### config.mk
export PLATFORM = sky130hd
export DESIGN_NAME = acq_readout_sequencer
export DESIGN_NICKNAME = d
export VERILOG_FILES = /design/src/rtl/acq_readout_sequencer.sv
export SDC_FILE = /design/constraint.sdc
export NUM_CORES = 1
export LEC_CHECK = 0
export BUFFER_PORTS_ARGS = -buffer_cell sky130_fd_sc_hd__buf_2
export CAP_MARGIN = 20
export CORE_UTILIZATION = 60
export CTS_CLUSTER_SIZE = 20
export DETAILED_ROUTE_END_ITERATION = 6
export PLACE_DENSITY = 0.82
export SYNTH_ARGS = -nofsm -noshare
export SYNTH_HDL_FRONTEND = slang
export SYNTH_SLANG_ARGS = --single-unit
### constraint.sdc
create_clock -name clk -period 6.2 [get_ports clk]
set_input_delay 0.62 -clock clk [delete_from_list [all_inputs] [get_ports clk]]
set_output_delay 0.62 -clock clk [all_outputs]
set_load 0.02 [all_outputs]
### src/rtl/acq_readout_sequencer.sv
// -----------------------------------------------------------------------------
// acq_readout_sequencer
//
// Sequences one acquisition/readout cycle. An arm request pulses startTrigger
// and then waits for data_ready. It first waits for data_ready low, then for
// it to go high. It then reads nsmp samples per enabled channel out of the
// sample RAM, starting at (wraddress_triggerpoint - triggerpoint). Each
// channel's samples are preceded by a header byte {4'hA, 2'b00, chsel}. All
// bytes leave through a small skid FIFO with a valid/ready handshake.
//
// Ports
//   clk, reset             clock, synchronous active-high reset
//   arm, abort, autorearm  control: start, force-idle, re-arm after DONE
//   chanmask, nsmp         channels to read, samples per channel (0 = 2^W)
//   triggerpoint,
//   wraddress_triggerpoint pre-trigger count and RAM address at trigger
//   trig_timeout           trigger wait limit in cycles (0 = forever)
//   data_ready             acquisition-complete level from the front end
//   startTrigger           one-cycle acquisition start pulse
//   rden, rdaddress, chsel sample-RAM read port; ram_q returns RD_LAT later
//   out_data/valid/ready   byte stream
//   busy, done, timed_out  status: not idle, readout complete, trigger timeout
// -----------------------------------------------------------------------------
module acq_readout_sequencer #(
    parameter int RAM_WIDTH  = 10,
    parameter int RD_LAT     = 2,
    parameter int FIFO_DEPTH = 4
) (
    input  logic                 clk,
    input  logic                 reset,
    input  logic                 arm,
    input  logic                 abort,
    input  logic                 autorearm,
    input  logic [3:0]           chanmask,
    input  logic [RAM_WIDTH-1:0] nsmp,
    input  logic [RAM_WIDTH-1:0] triggerpoint,
    input  logic [RAM_WIDTH-1:0] wraddress_triggerpoint,
    input  logic [31:0]          trig_timeout,
    input  logic                 data_ready,
    output logic                 startTrigger,
    output logic                 rden,
    output logic [RAM_WIDTH-1:0] rdaddress,
    output logic [1:0]           chsel,
    input  logic [7:0]           ram_q,
    output logic [7:0]           out_data,
    output logic                 out_valid,
    input  logic                 out_ready,
    output logic                 busy,
    output logic                 done,
    output logic                 timed_out
);

    localparam int CW = $clog2(FIFO_DEPTH + 1);
    localparam int PW = (FIFO_DEPTH > 1) ? $clog2(FIFO_DEPTH) : 1;
    localparam int IW = $clog2(RD_LAT + 1);
    // nsmp == 0 stands for a full RAM's worth of samples
    localparam logic [RAM_WIDTH:0] FULL_COUNT = {1'b1, {RAM_WIDTH{1'b0}}};

    typedef enum logic [2:0] {
        S_IDLE, S_ARM, S_WAITLOW, S_WAITRDY, S_SETUP, S_READ, S_DRAIN, S_DONE
    } state_t;

    state_t                 state_q, state_d;
    logic [31:0]            tmo_q, tmo_d;
    logic [RAM_WIDTH-1:0]   start_q, start_d;
    logic [RAM_WIDTH-1:0]   addr_q, addr_d;
    logic [1:0]             chsel_q, chsel_d;
    logic [3:0]             mask_q, mask_d;      // channels still to visit after the current one
    logic [RAM_WIDTH:0]     nsmp_q, nsmp_d;
    logic [RAM_WIDTH:0]     remain_q, remain_d;  // reads left to issue on this channel
    logic [RD_LAT-1:0]      vld_q, vld_d;        // read-return pipeline, one bit per cycle of latency
    logic [IW-1:0]          inflight_q, inflight_d;
    logic [PW-1:0]          wr_ptr_q, wr_ptr_d;
    logic [PW-1:0]          rd_ptr_q, rd_ptr_d;
    logic [CW-1:0]          fifo_count_q, fifo_count_d;
    logic [7:0]             fifo_mem_q [FIFO_DEPTH];

    logic        rden_c, hdr_push, start_trig_c, done_c, timeout_c;
    logic [7:0]  hdr_byte, push_byte;
    logic        pipe_push, fifo_push, fifo_pop, space_ok, tmo_hit;
    logic [31:0] occupancy;

    function automatic logic [1:0] lowest_bit(input logic [3:0] m);
        if (m[0])      return 2'd0;
        else if (m[1]) return 2'd1;
        else if (m[2]) return 2'd2;
        else           return 2'd3;
    endfunction

    function automatic logic [PW-1:0] ptr_inc(input logic [PW-1:0] p);
        return (p == PW'(FIFO_DEPTH - 1)) ? '0 : p + PW'(1);
    endfunction

    // Bytes already queued plus reads whose data is still on its way must fit
    // in the FIFO, so a returning sample always has a free slot.
    assign occupancy = 32'(fifo_count_q) + 32'(inflight_q);
    assign space_ok  = occupancy < 32'(FIFO_DEPTH);
    assign tmo_hit   = (trig_timeout != 32'd0) && ((tmo_q + 32'd1) == trig_timeout);

    // ---------------------------------------------------------------- FSM
    always_comb begin
        state_d      = state_q;
        tmo_d        = tmo_q;
        start_d      = start_q;
        addr_d       = addr_q;
        chsel_d      = chsel_q;
        mask_d       = mask_q;
        nsmp_d       = nsmp_q;
        remain_d     = remain_q;
        rden_c       = 1'b0;
        hdr_push     = 1'b0;
        hdr_byte     = 8'h00;
        start_trig_c = 1'b0;
        done_c       = 1'b0;
        timeout_c    = 1'b0;

        case (state_q)
            S_IDLE: begin
                if (arm && (chanmask != 4'b0000)) state_d = S_ARM;
            end
            S_ARM: begin
                start_trig_c = 1'b1;
                tmo_d        = 32'd0;
                state_d      = S_WAITLOW;
            end
            S_WAITLOW: begin
                tmo_d = tmo_q + 32'd1;
                if (!data_ready) begin
                    state_d = S_WAITRDY;
                end else if (tmo_hit) begin
                    timeout_c = 1'b1;
                    state_d   = S_IDLE;
                end
            end
            S_WAITRDY: begin
                tmo_d = tmo_q + 32'd1;
                if (data_ready) begin
                    state_d = S_SETUP;
                end else if (tmo_hit) begin
                    timeout_c = 1'b1;
                    state_d   = S_IDLE;
                end
            end
            S_SETUP: begin
                // FIFO is always empty here, so the first header needs no space check
                start_d = wraddress_triggerpoint - triggerpoint;
                addr_d  = wraddress_triggerpoint - triggerpoint;
                nsmp_d  = (nsmp == '0) ? FULL_COUNT : {1'b0, nsmp};
                remain_d = (nsmp == '0) ? FULL_COUNT : {1'b0, nsmp};
                if (chanmask != 4'b0000) begin
                    chsel_d  = lowest_bit(chanmask);
                    mask_d   = chanmask & (chanmask - 4'd1);
                    hdr_push = 1'b1;
                    hdr_byte = {4'hA, 2'b00, lowest_bit(chanmask)};
                    state_d  = S_READ;
                end else begin
                    state_d = S_DRAIN;
                end
            end
            S_READ: begin
                if (remain_q != '0) begin
                    if (space_ok) begin
                        rden_c   = 1'b1;
                        addr_d   = addr_q + RAM_WIDTH'(1);
                        remain_d = remain_q - (RAM_WIDTH + 1)'(1);
                    end
                end else if (inflight_q == '0) begin
                    // chsel only moves once the channel's reads have all returned,
                    // so the ram_q mux never switches under an outstanding read
                    if (mask_q != 4'b0000) begin
                        if (fifo_count_q < CW'(FIFO_DEPTH)) begin
                            hdr_push = 1'b1;
                            hdr_byte = {4'hA, 2'b00, lowest_bit(mask_q)};
                            chsel_d  = lowest_bit(mask_q);
                            mask_d   = mask_q & (mask_q - 4'd1);
                            remain_d = nsmp_q;
                            addr_d   = start_q;
                        end
                    end else begin
                        state_d = S_DRAIN;
                    end
                end
            end
            S_DRAIN: begin
                if ((inflight_q == '0) && (fifo_count_q == '0)) state_d = S_DONE;
            end
            S_DONE: begin
                done_c  = 1'b1;
                state_d = autorearm ? S_ARM : S_IDLE;
            end
            default: state_d = S_IDLE;
        endcase

        if (abort) begin
            state_d   = S_IDLE;
            rden_c    = 1'b0;
            hdr_push  = 1'b0;
            done_c    = 1'b0;
            timeout_c = 1'b0;
        end
    end

    // ------------------------------------------- read pipeline and FIFO
    always_comb begin
        vld_d[0] = rden_c;
        for (int i = 1; i < RD_LAT; i++) vld_d[i] = vld_q[i-1];
        pipe_push = vld_q[RD_LAT-1];

        inflight_d = inflight_q;
        case ({rden_c, pipe_push})
            2'b10:   inflight_d = inflight_q + IW'(1);
            2'b01:   inflight_d = inflight_q - IW'(1);
            default: inflight_d = inflight_q;
        endcase

        // header pushes only happen with nothing in flight, so they never collide
        fifo_push = hdr_push | pipe_push;
        push_byte = hdr_push ? hdr_byte : ram_q;
        fifo_pop  = (fifo_count_q != '0) && out_ready;

        wr_ptr_d = fifo_push ? ptr_inc(wr_ptr_q) : wr_ptr_q;
        rd_ptr_d = fifo_pop  ? ptr_inc(rd_ptr_q) : rd_ptr_q;
        case ({fifo_push, fifo_pop})
            2'b10:   fifo_count_d = fifo_count_q + CW'(1);
            2'b01:   fifo_count_d = fifo_count_q - CW'(1);
            default: fifo_count_d = fifo_count_q;
        endcase

        if (abort) begin
            vld_d        = '0;
            inflight_d   = '0;
            fifo_push    = 1'b0;
            wr_ptr_d     = '0;
            rd_ptr_d     = '0;
            fifo_count_d = '0;
        end
    end

    always_ff @(posedge clk) begin
        if (reset) begin
            state_q      <= S_IDLE;
            tmo_q        <= '0;
            start_q      <= '0;
            addr_q       <= '0;
            chsel_q      <= '0;
            mask_q       <= '0;
            nsmp_q       <= '0;
            remain_q     <= '0;
            vld_q        <= '0;
            inflight_q   <= '0;
            wr_ptr_q     <= '0;
            rd_ptr_q     <= '0;
            fifo_count_q <= '0;
        end else begin
            state_q      <= state_d;
            tmo_q        <= tmo_d;
            start_q      <= start_d;
            addr_q       <= addr_d;
            chsel_q      <= chsel_d;
            mask_q       <= mask_d;
            nsmp_q       <= nsmp_d;
            remain_q     <= remain_d;
            vld_q        <= vld_d;
            inflight_q   <= inflight_d;
            wr_ptr_q     <= wr_ptr_d;
            rd_ptr_q     <= rd_ptr_d;
            fifo_count_q <= fifo_count_d;
        end
    end

    always_ff @(posedge clk) begin
        if (fifo_push && !reset) fifo_mem_q[wr_ptr_q] <= push_byte;
    end

    // ------------------------------------------------------------ outputs
    // Everything is forced low while reset is held, independent of the
    // state left over from before the reset edge.
    assign busy         = !reset && (state_q != S_IDLE);
    assign startTrigger = !reset && start_trig_c;
    assign rden         = !reset && rden_c;
    assign done         = !reset && done_c;
    assign timed_out    = !reset && timeout_c;
    assign rdaddress    = reset ? '0 : addr_q;
    assign chsel        = reset ? 2'b00 : chsel_q;
    assign out_valid    = !reset && (fifo_count_q != '0);
    assign out_data     = reset ? 8'h00 : fifo_mem_q[rd_ptr_q];

endmodule
==> flow_metrics.env <==
export IMPL_gp_congestion=0.951
export IMPL_grt_pass1_vias=7183
export IMPL_clock_latency_ns=0.42
export IMPL_dr_pass1_iters=6
export IMPL_drive_gt1_frac=0.164
export IMPL_cp_end_kind="primary output"
export IMPL_fp_row_count=42
export IMPL_netlist_instances=1002
export IMPL_layout_setup_ws_ns=1.44
export IMPL_grt_first_pass_wirelength_um=35900
export IMPL_nets=1170
export IMPL_dp_cells=1224
export IMPL_finalPower_mw=2.17
export IMPL_cts_resized=0
export IMPL_cp_max_fo=10
export IMPL_via_per_inst=6.14
export IMPL_die_y_um=118
export IMPL_setup_viol=0
export IMPL_ys_flop_type="dfxtp_1"
export IMPL_grt_max_degree=90
export IMPL_rrSetupSlack_ns=1.98
export IMPL_fin_skew_ns=0.0101
export IMPL_vias=7718
export IMPL_drtIter0Drc=776
export IMPL_slew_headroom=0.258
export IMPL_antenna_found_initial=0
export IMPL_die_area_um2=14000
export IMPL_final_area_um2=9280
export IMPL_hpwl_um=14900
export IMPL_synth_top_area_share=0.234
export IMPL_io_buffers=106
export IMPL_clk_path_buf_depth=2
export IMPL_multi_input_area_um2=4900
export IMPL_tightest_slew_ns=1.11
export IMPL_drc=0
export IMPL_ys_seq_elements=127
export IMPL_tns_ns=0
export IMPL_fin_crit_ns=4.76
export IMPL_cts_root_buf="clkbuf_16"
export IMPL_async_reset_ff_frac=0
export IMPL_cpMostUsedCell="nor4_1"
export IMPL_power_density_nw_per_um2=234
export IMPL_n_fill_cell=1124
export IMPL_cts_hold_buf=0
export IMPL_htreeDepth=4
export IMPL_synth_edf_count=32
export IMPL_synthDistinctLibCells=75
export IMPL_avgSynthCellArea_um2=8.12
export IMPL_finish_utilization=0.700
export IMPL_ys_warn_count=0
export IMPL_maxSlewViolCount=0
export IMPL_syn_num_nets=1105
export IMPL_slowest_delay_ns=0.65
export IMPL_routed_wl_um=21100
export IMPL_cts_num_sinks=127
export IMPL_max_freq_ghz=0.210
export IMPL_hp_class="reg2reg"
export IMPL_cp_start_kind="register"
export IMPL_syn_area_um2=8130
export IMPL_die_w_um=118
export IMPL_fin_cells=1256
export IMPL_clk_pin_slew_worst_paths_ns=0.06
export IMPL_most_common_layout_cells="nand2_1, nor2_1, buf_2"
export IMPL_hold_violations=0
export IMPL_post_cts_buffers=0
export IMPL_arrival_ns=4.14
export IMPL_syn_to_final_growth_pct=14.0
export IMPL_antenna_left=0
export IMPL_design_core_area_um2=13200
export IMPL_placed_cell_area_um2=8660
export IMPL_yosysTopAreaCell="dfxtp_1"
export IMPL_hold_slack_ns=0.405
export IMPL_start_util=0.614
export IMPL_grt_usage=0.317
export IMPL_worstSetupPathType="reg2out"
export IMPL_yosysSeqAreaShare=0.352
export IMPL_numCtsBuffers=17
export IMPL_crit_required_ns=5.58
export IMPL_place_worst_setup_slack_ns=2.07
export IMPL_cp_top_family="simple AND/OR/NAND/NOR gates"
export IMPL_io_pins=107
export IMPL_vdd_drop_max_mv=0.214
export IMPL_num_antenna_cells=0
export IMPL_p_leak_nw=3.34
export IMPL_cts_tree="done"
export IMPL_maxCapViolCount=0
export IMPL_cp_slowest_cell="or4_1"
export IMPL_grt_setup_unrepaired="no"
export IMPL_cp_num_buf_inv=1
export IMPL_seq_area_um2=2860
export IMPL_period_share=0.768
export IMPL_synth_area_top_cells="dfxtp_1, edfxtp_1, nand2_1"
export IMPL_final_common_cell="nand2_1"
export IMPL_overflow=0
export IMPL_outcome="finished, final reports clean"
export IMPL_cp_cell_sequence="ha_1 > nand4_2 > or4_1 > nor3_1 > xnor2_1 > nor4_1 > nand4_1 > nor4_1 > buf_2"
export IMPL_routedWlPerCell_um=16.8
cells by family (layout without fill, tap and decap cells):
| family | Yosys count | count (layout) | synth area share |
|---|---|---|---|
| xor gates and xnor gates | 67 | 67 | 0.0721 |
| buffers and inverters | 93 | 171 | 0.0474 |
| muxes | 19 | 19 | 0.0360 |
| adders and majority gates | 23 | 23 | 0.0369 |
| and+or+nand+nor | 452 | 452 | 0.285 |
| AOI/OAI and AO/OA | 221 | 221 | 0.171 |
| DFF | 127 | 127 | 0.352 |
worst register-to-register path, cell delays in order, from the launching register on:
cell and delay [ns]:
dfxtp_1 0.34, inv_1 0.07, ha_1 0.20, or4b_1 0.54, or4_4 0.67, or3_4 0.48
and2_4 0.16, or3_1 0.46, nor2b_4 0.22, ha_1 0.21, inv_1 0.08, fa_1 0.18
xor2_1 0.08, or3_1 0.31, a21oi_1 0.15
where the power goes:
| part | internal [mW] | leakage [nW] | switching, mW |
|---|---|---|---|
| Combinational | 0.103 | 1.99 | 0.166 |
| Sequential | 0.861 | 1.05 | 0.0135 |
| Clock | 0.640 | 0.300 | 0.387 |
state kept, by name (all words and copies together) (netlist names), named ones only:
name / flops
vld_q: 2
fifo_mem_q: 32
tmo_q: 32
rd_ptr_q: 2
mask_q: 3
start_q: 10
fifo_count_q: 3
nsmp_q: 11
addr_q: 10
chsel_q: 2
inflight_q: 2
wr_ptr_q: 2
remain_q: 11
state_q: 3
cell type report:
cell class,instances,share of cell area
inverter,26,0.0105
sequential,127,0.309
clock buffer,18,0.0463
tap,176,0.0237
multi-input combinational,782,0.528
timing repair buffer,113,0.0631
clock inverter,14,0.0197
worst paths after layout:
check             cells after the start   startpoint              end
hold reg to reg                       2     vld_q[0]         vld_q[1]
hold / removal                        2     vld_q[0]         vld_q[1]
setup reg to reg                     14  remain_q[0]  fifo_count_q[2]
setup / recovery                      9     tmo_q[0]        timed_out
routing by layer:
metal	up-vias	wire [um]	track usage
met3	39	1390	0.0589
met5	-	0	0
li1	3781	-	-
met2	307	9630	0.490
met1	3591	9750	0.447
met4	0	372	0.104
synthesized netlist by cell type, drive strengths merged, types with 3 or more instances:
master  number
and3        11
inv         26
a21boi       5
nor3        38
clkbuf      54
xnor2       40
nand4       21
nand3b       3
dfxtp       95
a311oi       8
a22oi        5
xor2        27
nand2b       8
nand2      118
and4         9
o31ai        6
edfxtp      32
ha          20
mux2i        9
a31oi        5
or4         14
o21ai       42
and2        12
buf         13
o211ai       6
a21oi       81
or3         15
or2          4
nand3       19
nor2b       37
a211oi      42
mux4         8
nor2       112
nor4        26
Note: power is estimated with default switching activity, not from simulation.
